$ cat config.mk
export PLATFORM = sky130hd
export DESIGN_NAME = pipeline_ctrl_flat
export DESIGN_NICKNAME = d
export VERILOG_FILES = /design/src/rtl/pipeline_ctrl_if.sv /design/src/rtl/pipeline_ctrl.sv /design/src/flat_wrapper.sv
export SDC_FILE = /design/constraint.sdc
export NUM_CORES = 1
export LEC_CHECK = 0
export CORE_MARGIN = 4
export CORE_UTILIZATION = 52
export DETAILED_ROUTE_END_ITERATION = 8
export GPL_TIMING_DRIVEN = 0
export PLACE_DENSITY_LB_ADDON = 0.2
export SLEW_MARGIN = 40
export SYNTH_ARGS = -nofsm -noshare
export SYNTH_HDL_FRONTEND = slang
export SYNTH_SLANG_ARGS = --single-unit
$ cat constraint.sdc
create_clock -name i_clk -period 4.6 [get_ports i_clk]
set_input_delay 0.69 -clock i_clk [delete_from_list [all_inputs] [get_ports i_clk]]
set_output_delay 0.69 -clock i_clk [all_outputs]
set_load 0.005 [all_outputs]
$ cat src/rtl/pipeline_ctrl_if.sv
// Control bundle between the pipeline datapath and its run/stall/flush controller.
interface pipeline_ctrl_if #(
    parameter int unsigned NBITS = 32
);
    logic             i_mode_step;
    logic             i_start;
    logic             i_step;
    logic [4:0]       i_id_rs;
    logic [4:0]       i_id_rt;
    logic             i_ex_mem_read;
    logic [4:0]       i_ex_rt;
    logic             i_branch_taken;
    logic             i_halt_decoded;
    logic             o_pc_en;
    logic             o_if_id_en;
    logic             o_if_id_flush;
    logic             o_id_ex_bubble;
    logic             o_pipe_en;
    logic [1:0]       o_state;
    logic             o_done;
    logic [NBITS-1:0] o_cycle_count;

    // Datapath side: drives status, consumes enables.
    modport master (
        output i_mode_step, i_start, i_step, i_id_rs, i_id_rt, i_ex_mem_read, i_ex_rt,
               i_branch_taken, i_halt_decoded,
        input  o_pc_en, o_if_id_en, o_if_id_flush, o_id_ex_bubble, o_pipe_en, o_state,
               o_done, o_cycle_count
    );

    // Controller side.
    modport slave (
        input  i_mode_step, i_start, i_step, i_id_rs, i_id_rt, i_ex_mem_read, i_ex_rt,
               i_branch_taken, i_halt_decoded,
        output o_pc_en, o_if_id_en, o_if_id_flush, o_id_ex_bubble, o_pipe_en, o_state,
               o_done, o_cycle_count
    );
endinterface

$ cat src/rtl/pipeline_ctrl.sv
// Pipeline run controller: start/step sequencing, load-use stall, branch flush and
// HALT drain, with a saturating count of advance cycles in the current run.
module pipeline_ctrl #(
    parameter int unsigned NBITS = 32,
    parameter int unsigned DRAIN = 4
) (
    input logic             i_clk,
    input logic             i_rst,
    pipeline_ctrl_if.slave  bus
);
    localparam int unsigned DW = (DRAIN > 1) ? $clog2(DRAIN) : 1;
    localparam logic [DW-1:0] DRAIN_LOAD = DW'(DRAIN - 1);

    typedef enum logic [1:0] {
        StIdle  = 2'd0,
        StRun   = 2'd1,
        StDrain = 2'd2,
        StDone  = 2'd3
    } state_e;

    state_e           state_q, state_d;
    logic [NBITS-1:0] cnt_q, cnt_d, cnt_inc;
    logic [DW-1:0]    dcnt_q, dcnt_d;
    logic             adv, hazard;

    assign adv     = !bus.i_mode_step | bus.i_step;
    assign hazard  = bus.i_ex_mem_read & (bus.i_ex_rt != 5'd0) &
                     ((bus.i_ex_rt == bus.i_id_rs) | (bus.i_ex_rt == bus.i_id_rt));
    assign cnt_inc = (cnt_q == {NBITS{1'b1}}) ? cnt_q : cnt_q + 1'b1;

    assign bus.o_state       = state_q;
    assign bus.o_done        = (state_q == StDone);
    assign bus.o_cycle_count = cnt_q;

    // State, run counter and drain counter registers.
    always_ff @(posedge i_clk or negedge i_rst) begin
        if (!i_rst) begin
            state_q <= StIdle;
            cnt_q   <= '0;
            dcnt_q  <= '0;
        end else begin
            state_q <= state_d;
            cnt_q   <= cnt_d;
            dcnt_q  <= dcnt_d;
        end
    end

    // Next-state and combinational pipeline enables.
    always_comb begin
        state_d            = state_q;
        cnt_d              = cnt_q;
        dcnt_d             = dcnt_q;
        bus.o_pc_en        = 1'b0;
        bus.o_if_id_en     = 1'b0;
        bus.o_if_id_flush  = 1'b0;
        bus.o_id_ex_bubble = 1'b0;
        bus.o_pipe_en      = 1'b0;
        case (state_q)
            StIdle, StDone: begin
                if (bus.i_start) begin
                    state_d = StRun;
                    cnt_d   = '0;
                end
            end
            StRun: begin
                if (adv) begin
                    bus.o_pipe_en = 1'b1;
                    cnt_d         = cnt_inc;
                    if (bus.i_branch_taken) begin
                        // Branch wins over stall and discards any HALT sitting in ID.
                        bus.o_pc_en       = 1'b1;
                        bus.o_if_id_en    = 1'b1;
                        bus.o_if_id_flush = 1'b1;
                    end else if (hazard) begin
                        bus.o_id_ex_bubble = 1'b1;
                    end else begin
                        bus.o_if_id_en = 1'b1;
                        if (bus.i_halt_decoded) begin
                            bus.o_if_id_flush = 1'b1;
                            state_d           = StDrain;
                            dcnt_d            = DRAIN_LOAD;
                        end else begin
                            bus.o_pc_en = 1'b1;
                        end
                    end
                end
            end
            StDrain: begin
                if (adv) begin
                    bus.o_if_id_en    = 1'b1;
                    bus.o_if_id_flush = 1'b1;
                    bus.o_pipe_en     = 1'b1;
                    cnt_d             = cnt_inc;
                    if (dcnt_q == '0) begin
                        state_d = StDone;
                    end else begin
                        dcnt_d = dcnt_q - 1'b1;
                    end
                end
            end
            default: state_d = StIdle;
        endcase
    end
endmodule

$ cat src/flat_wrapper.sv
// flat-port wrapper written by rule: the top's interface ports become plain ports
module pipeline_ctrl_flat 
#(
    parameter int unsigned NBITS = 32,
    parameter int unsigned DRAIN = 4
)
  (i_clk, i_rst, bus_i_mode_step, bus_i_start, bus_i_step, bus_i_id_rs, bus_i_id_rt, bus_i_ex_mem_read, bus_i_ex_rt, bus_i_branch_taken, bus_i_halt_decoded, bus_o_pc_en, bus_o_if_id_en, bus_o_if_id_flush, bus_o_id_ex_bubble, bus_o_pipe_en, bus_o_state, bus_o_done, bus_o_cycle_count);
  pipeline_ctrl_if #(.NBITS(NBITS)) bus_i ();
  input logic i_clk;
  input logic i_rst;
  input wire logic [$bits(bus_i.i_mode_step)-1:0] bus_i_mode_step;
  input wire logic [$bits(bus_i.i_start)-1:0] bus_i_start;
  input wire logic [$bits(bus_i.i_step)-1:0] bus_i_step;
  input wire logic [$bits(bus_i.i_id_rs)-1:0] bus_i_id_rs;
  input wire logic [$bits(bus_i.i_id_rt)-1:0] bus_i_id_rt;
  input wire logic [$bits(bus_i.i_ex_mem_read)-1:0] bus_i_ex_mem_read;
  input wire logic [$bits(bus_i.i_ex_rt)-1:0] bus_i_ex_rt;
  input wire logic [$bits(bus_i.i_branch_taken)-1:0] bus_i_branch_taken;
  input wire logic [$bits(bus_i.i_halt_decoded)-1:0] bus_i_halt_decoded;
  output wire logic [$bits(bus_i.o_pc_en)-1:0] bus_o_pc_en;
  output wire logic [$bits(bus_i.o_if_id_en)-1:0] bus_o_if_id_en;
  output wire logic [$bits(bus_i.o_if_id_flush)-1:0] bus_o_if_id_flush;
  output wire logic [$bits(bus_i.o_id_ex_bubble)-1:0] bus_o_id_ex_bubble;
  output wire logic [$bits(bus_i.o_pipe_en)-1:0] bus_o_pipe_en;
  output wire logic [$bits(bus_i.o_state)-1:0] bus_o_state;
  output wire logic [$bits(bus_i.o_done)-1:0] bus_o_done;
  output wire logic [$bits(bus_i.o_cycle_count)-1:0] bus_o_cycle_count;
  assign bus_i.i_mode_step = bus_i_mode_step;
  assign bus_i.i_start = bus_i_start;
  assign bus_i.i_step = bus_i_step;
  assign bus_i.i_id_rs = bus_i_id_rs;
  assign bus_i.i_id_rt = bus_i_id_rt;
  assign bus_i.i_ex_mem_read = bus_i_ex_mem_read;
  assign bus_i.i_ex_rt = bus_i_ex_rt;
  assign bus_i.i_branch_taken = bus_i_branch_taken;
  assign bus_i.i_halt_decoded = bus_i_halt_decoded;
  assign bus_o_pc_en = bus_i.o_pc_en;
  assign bus_o_if_id_en = bus_i.o_if_id_en;
  assign bus_o_if_id_flush = bus_i.o_if_id_flush;
  assign bus_o_id_ex_bubble = bus_i.o_id_ex_bubble;
  assign bus_o_pipe_en = bus_i.o_pipe_en;
  assign bus_o_state = bus_i.o_state;
  assign bus_o_done = bus_i.o_done;
  assign bus_o_cycle_count = bus_i.o_cycle_count;
  pipeline_ctrl #(.NBITS(NBITS), .DRAIN(DRAIN)) u_core (.i_clk(i_clk), .i_rst(i_rst), .bus(bus_i));
endmodule
==> results of run 1 <==
-- critical path, delay by kind of cell --
family	cells	cell delay, ns
simple gates	3	0.35
xor+xnor	1	0.14
compound gates	2	0.45
buf+inv	2	0.99
-- worst min path at each step --
stage,startpoint,endpoint,slack (ns),depth (start not counted)
floorplan,i_rst,u_core.bus.o_cycle_count[0]$_DFFE_PN0P_,0.39,0
global placement,u_core.dcnt_q[1]$_DFFE_PN0P_,u_core.dcnt_q[1]$_DFFE_PN0P_,0.49,1
detailed placement,u_core.dcnt_q[0]$_DFFE_PN0P_,u_core.dcnt_q[0]$_DFFE_PN0P_,0.52,1
CTS,i_rst,u_core.bus.o_cycle_count[6]$_DFFE_PN0P_,0.30,1
global route,i_rst,u_core.bus.o_cycle_count[12]$_DFFE_PN0P_,0.30,1
finish,i_rst,u_core.bus.o_cycle_count[6]$_DFFE_PN0P_,0.29,1
-- area by class of cell --
class | count | area [µm²]
fill | 315 | 1030
sequential | 36 | 901
multi-input combinational | 193 | 1320
clock buffer | 7 | 86.3
inverter | 11 | 41.3
tap | 50 | 62.6
clock inverter | 1 | 7.51
buffer | 5 | 26.3
timing repair buffer | 63 | 636
-- routing by layer --
layer / up-vias / GRT usage [%]
met2: 51 / 37.7
met1: 987 / 27.1
met4: 0 / 5.93
met3: 6 / 4.32
met5: - / 0
li1: 994 / -
-- cell families after synthesis --
group	share of synthesized area, %
xor gates and xnor gates	13.4
muxes	1.86
buffers and inverters	2.95
adders and majority gates	3.28
DFF	39.3
AOI/OAI and AO/OA	6.99
and+or+nand+nor	32.2
-- power by group through the flow --
stage	logic, mW	registers, mW	clock network, mW
global route	0.516	0.378	0.251
global placement	0.453	0.376	0
finish	0.467	0.373	0.232
detailed placement	0.469	0.379	0
floorplan	0.273	0.373	0
CTS	0.471	0.373	0.237
-- per-stage QoR --
| stage | instances | worst slack [ns] | util, % | hold WS, ns | cell area [µm²] |
|---|---|---|---|---|---|
| floorplan | 245 | 2.41 | - | 0.394 | 2290 |
| global placement | 357 | 1.32 | 72.3 | 0.489 | 2970 |
| detailed placement | 358 | 1.31 | 72.6 | 0.524 | 2990 |
| CTS | 366 | 1.30 | 74.9 | 0.296 | 3080 |
| global route | 366 | 1.12 | 74.9 | 0.304 | 3080 |
| finish | 366 | 1.29 | 74.9 | 0.289 | 3080 |
-- cells in the final DEF (no fill, tap or decap), types with 6 or more instances in the layout --
cell type,count
dfrtp_1,36
nand4_1,9
inv_1,11
clkdlybuf4s50_1,61
a21oi_1,6
xor2_1,17
nand2_1,24
nand3_1,18
clkbuf_8,6
ha_1,6
o21ai_0,9
nor2_1,35
xnor2_1,18
-- state kept, by name (all words and copies together), names as in the netlist --
register,count
u_core.bus.o_state,2
u_core.dcnt_q,2
u_core.bus.o_cycle_count,32
==> results.cfg, run 1 <==
[synth]
syn_inst = 245
synth_area_um2 = 2290
synth-seq-cells = 36
syn_nets = 274
yosys_most_used_dff = dfrtp_1
synth.area.top_cells = dfrtp_1 (39%), xnor2_1 (6.9%), xor2_1 (6.5%)
synth_edf_count = 0
yosysUniqueCellTypes = 43
async_flop_share_pct = 100
synth.most_common_cell = dfrtp_1
synth_commonest_cells = dfrtp_1 (36), nor2_1 (35), nand2_1 (24)
yosys.area.top_type = dfrtp_1
ys_warn_count = 0
syn_area_per_cell_um2 = 9.35
yosysTopAreaCellShare_pct = 39.3
ys_seq_area_share_pct = 39.3

[clock_network]
cts-root-buf = clkbuf_8
cts_hold_buf = 0
path_clk_slew_ns = 0.07
cts_tree = done
cts_max_path_buffers = 2
post_cts_buffers = 0
clock_latency_ns = 0.29
cts_resized = 0
numCtsBuffers = 5
htreeDepth = 2
clock-sinks = 36

[pwr]
pwr-share-clk_pct = 21.7
power_frac_comb_pct = 43.6
p_per_area_nw_per_um2 = 348
p_total_mw = 1.07
swShare_pct = 37.4
p_sw_mw = 0.401
internal_power_mw = 0.672
p_seq_share_pct = 34.8
p_leak_nw = 1.28
peakVddDrop_mv = 0.303

[worst_setup_path]
cp_common_cell = clkdlybuf4s50_1
critPathLaunchType = input pin
reg2reg_setup_slack_ns = 2.41
crit_chain = clkdlybuf4s50_1, xnor2_1, nand3_1, o22ai_1, nand4b_1, a21oi_1, nor2_1, clkdlybuf4s50_1
critPathSlowestCell = clkdlybuf4s50_1
cp_slowest_stage_delay_ns = 0.53
path_class = input pin to primary output
critPathLaunch = bus_i_ex_rt[4]
reg2regPathDepth = 9
crit_path_max_fanout = 3
endpoint = bus_o_if_id_en
cp_data_required_time_ns = 3.91
endpoint_kind = primary output
rr_startpoint = u_core.bus.o_state[0]$_DFFE_PN0P_
arrival_ns = 2.62
r2r-end = u_core.bus.o_cycle_count[31]$_DFFE_PN0P_

[sta]
setup_viol = 0
slew_violations = 0
rsz0062_at_grt = no
hold_violations = 0
fin_crit_sh_pct = 72.0
timing.fmax_ghz = 0.302
fin_crit_ns = 3.31
slew_headroom_pct = 66.0
fin_setup_tns_ns = 0
worstMarginPinSlew_ns = 0.510
fin_skew_ns = 0.00546

[routing]
wl_um = 5430
via_per_inst = 5.57
highest_layer = met4
drc = 0
drt-initial-drc-count = 139
route.met3.wl_um = 307
ant_nets = 0
num_vias = 2038
wire_per_inst_um = 14.8
firstDrtPassIters = 4
wl_met1_um = 2360
met2_length_um = 2700

[min_path]
hold_class = input pin to async pin

[place]
io_buffers = 62
hpwl_um = 4180
gp_congestion = 0.814

[flow_run]
maxCapViolations = 0

[layout]
diodes = 0
area_growth_pct = 34.6
drive_gt1_share_pct = 10.4
fin_nets = 344

[floorplanning]
fp-row-count = 23
start_util_pct = 55.7
io_pins = 63
coreArea_um2 = 4120
dieArea_um2 = 5530
die-height_um = 74.4
dieWidth_um = 74.4

[grt]
grt_pass1_vias = 2076
grt_overflow = 0
grt_pass1_wl_um = 9350
grt_use_total_pct = 21.6
antenna_found_initial = 0
grt_max_degree = 25

[outcome]
status = finished, final reports clean
No activity file was read; power rests on OpenSTA's default activity.
==> run 2: changes to the inputs <==
--- a/config.mk
+++ b/config.mk
@@ -6,7 +6,7 @@
 export NUM_CORES = 1
 export LEC_CHECK = 0
 export CORE_MARGIN = 4
-export CORE_UTILIZATION = 52
+export CORE_UTILIZATION = 48
 export DETAILED_ROUTE_END_ITERATION = 8
 export GPL_TIMING_DRIVEN = 0
 export PLACE_DENSITY_LB_ADDON = 0.2
==> constraint.sdc (replaced) <==
create_clock -name i_clk -period 3.35 [get_ports i_clk]
set_input_delay 0.5025 -clock i_clk [delete_from_list [all_inputs] [get_ports i_clk]]
set_output_delay 0.5025 -clock i_clk [all_outputs]
set_load 0.005 [all_outputs]
==> results.cfg, run 2 (same netlist as run 1, synthesis figures left out) <==
[outcome]
status = finished, final reports clean

[clock_network]
cts_max_path_buffers = 2
clock-sinks = 36
clock_latency_ns = 0.28
cts_resized = 0
post_cts_buffers = 0
numCtsBuffers = 5
htreeDepth = 2
cts_hold_buf = 0
cts_tree = done
cts-root-buf = clkbuf_8
path_clk_slew_ns = 0.07

[sta]
slew_headroom_pct = 63.0
fin_crit_sh_pct = 88.7
slew_violations = 0
hold_violations = 0
setup_viol = 0
fin_skew_ns = 0.00199
timing.fmax_ghz = 0.336
fin_setup_tns_ns = 0
fin_crit_ns = 2.97
rsz0062_at_grt = no
holdWs_ns = 0.202
worstMarginPinSlew_ns = 0.554

[routing]
ant_nets = 0
wire_per_inst_um = 15.4
num_vias = 2085
via_per_inst = 5.68
wl_um = 5670
firstDrtPassIters = 4
drt-initial-drc-count = 90
drc = 0

[layout]
fin_nets = 344
drive_gt1_share_pct = 10.2
largest_reg_flops = 32
final_cells = 367
most-common-layout-cells = clkdlybuf4s50_1 (61), dfrtp_1 (36), nor2_1 (35)
utilization_pct = 68.5
final_common_cell = clkdlybuf4s50_1
diodes = 0
area_growth_pct = 33.8

[worst_setup_path]
reg2regPathDepth = 9
path_class = input pin to primary output
cp_data_required_time_ns = 2.85
arrival_ns = 2.47
r2r-end = u_core.bus.o_cycle_count[31]$_DFFE_PN0P_
critPathLaunchType = input pin
reg2reg_setup_slack_ns = 1.11
endpoint_kind = primary output
crit_path_max_fanout = 3
rr_startpoint = u_core.bus.o_state[0]$_DFFE_PN0P_

[floorplanning]
die-height_um = 77.1
start_util_pct = 51.2
io_pins = 63
dieArea_um2 = 5940
dieWidth_um = 77.1
coreArea_um2 = 4470
fp-row-count = 24

[grt]
grt_pass1_vias = 2157
antenna_found_initial = 0
grt_overflow = 0
grt_max_degree = 24
grt_pass1_wl_um = 10200
grt_use_total_pct = 20.7

[pwr]
p_total_mw = 1.45
p_per_area_nw_per_um2 = 474
power_frac_comb_pct = 44.8
pwr-share-clk_pct = 20.0
peakVddDrop_mv = 0.371
p_sw_mw = 0.556
swShare_pct = 38.3
p_leak_nw = 1.28
internal_power_mw = 0.895
p_seq_share_pct = 35.2

[flow_run]
maxCapViolations = 0

[place]
hpwl_um = 4240
io_buffers = 62
dp.cells = 360
gp_congestion = 0.794

[min_path]
hold_class = input pin to async pin
[run 2: power groups by stage]
| stage | combinational (mW) | sequential [mW] | clock, mW |
|---|---|---|---|
| after floorplan | 0.375 | 0.512 | 0 |
| after global placement | 0.623 | 0.517 | 0 |
| after detailed placement | 0.643 | 0.521 | 0 |
| after CTS | 0.651 | 0.512 | 0.297 |
| after global routing | 0.721 | 0.518 | 0.314 |
| final | 0.650 | 0.511 | 0.290 |
[run 2: metrics by stage]
stage | worst slack [ns] | instance area (µm²)
after floorplan | 1.43 | 2290
after global placement | 0.462 | 2980
after detailed placement | 0.379 | 2990
after CTS | 0.373 | 3060
after global routing | 0.290 | 3060
final | 0.377 | 3060
[run 2: layout make-up]
cell class | count | area (µm²)
multi-input combinational | 193 | 1320
clock buffer | 6 | 72.6
timing repair buffer | 63 | 631
tap | 52 | 65.1
buffer | 5 | 26.3
fill | 399 | 1410
inverter | 11 | 41.3
clock inverter | 1 | 5.00
sequential | 36 | 901
[run 2: how the worst max path moves through the flow]
stage | from | end | slack [ns] | cells past startpoint
3_3_place_gp | bus_i_ex_rt[4] | bus_o_if_id_flush | 0.46 | 8
5_1_grt | bus_i_ex_rt[4] | bus_o_if_id_flush | 0.29 | 8
4_1_cts | bus_i_ex_rt[4] | bus_o_if_id_en | 0.37 | 8
6_report | bus_i_ex_rt[4] | bus_o_if_id_en | 0.38 | 8
2_1_floorplan | u_core.bus.o_state[0]$_DFFE_PN0P_ | u_core.bus.o_cycle_count[31]$_DFFE_PN0P_ | 1.43 | 9
3_5_place_dp | bus_i_ex_rt[4] | bus_o_if_id_en | 0.38 | 8
[run 2: per-layer routing]
metal / up-vias / global-route usage (%) / share of wire, %
met5: - / 0 / 0
met2: 66 / 33.9 / 48
met4: 0 / 5.16 / 0.71
li1: 993 / - / -
met1: 1022 / 27.3 / 46
met3: 4 / 5.50 / 5.5
[run 2: critical path: stages]
cell and delay [ns]:
clkdlybuf4s50_1 0.54, xnor2_1 0.15, nand3_1 0.09, o22ai_1 0.23, nand4b_1 0.19, a21oi_1 0.23
nor2_1 0.08, clkdlybuf4s50_1 0.45
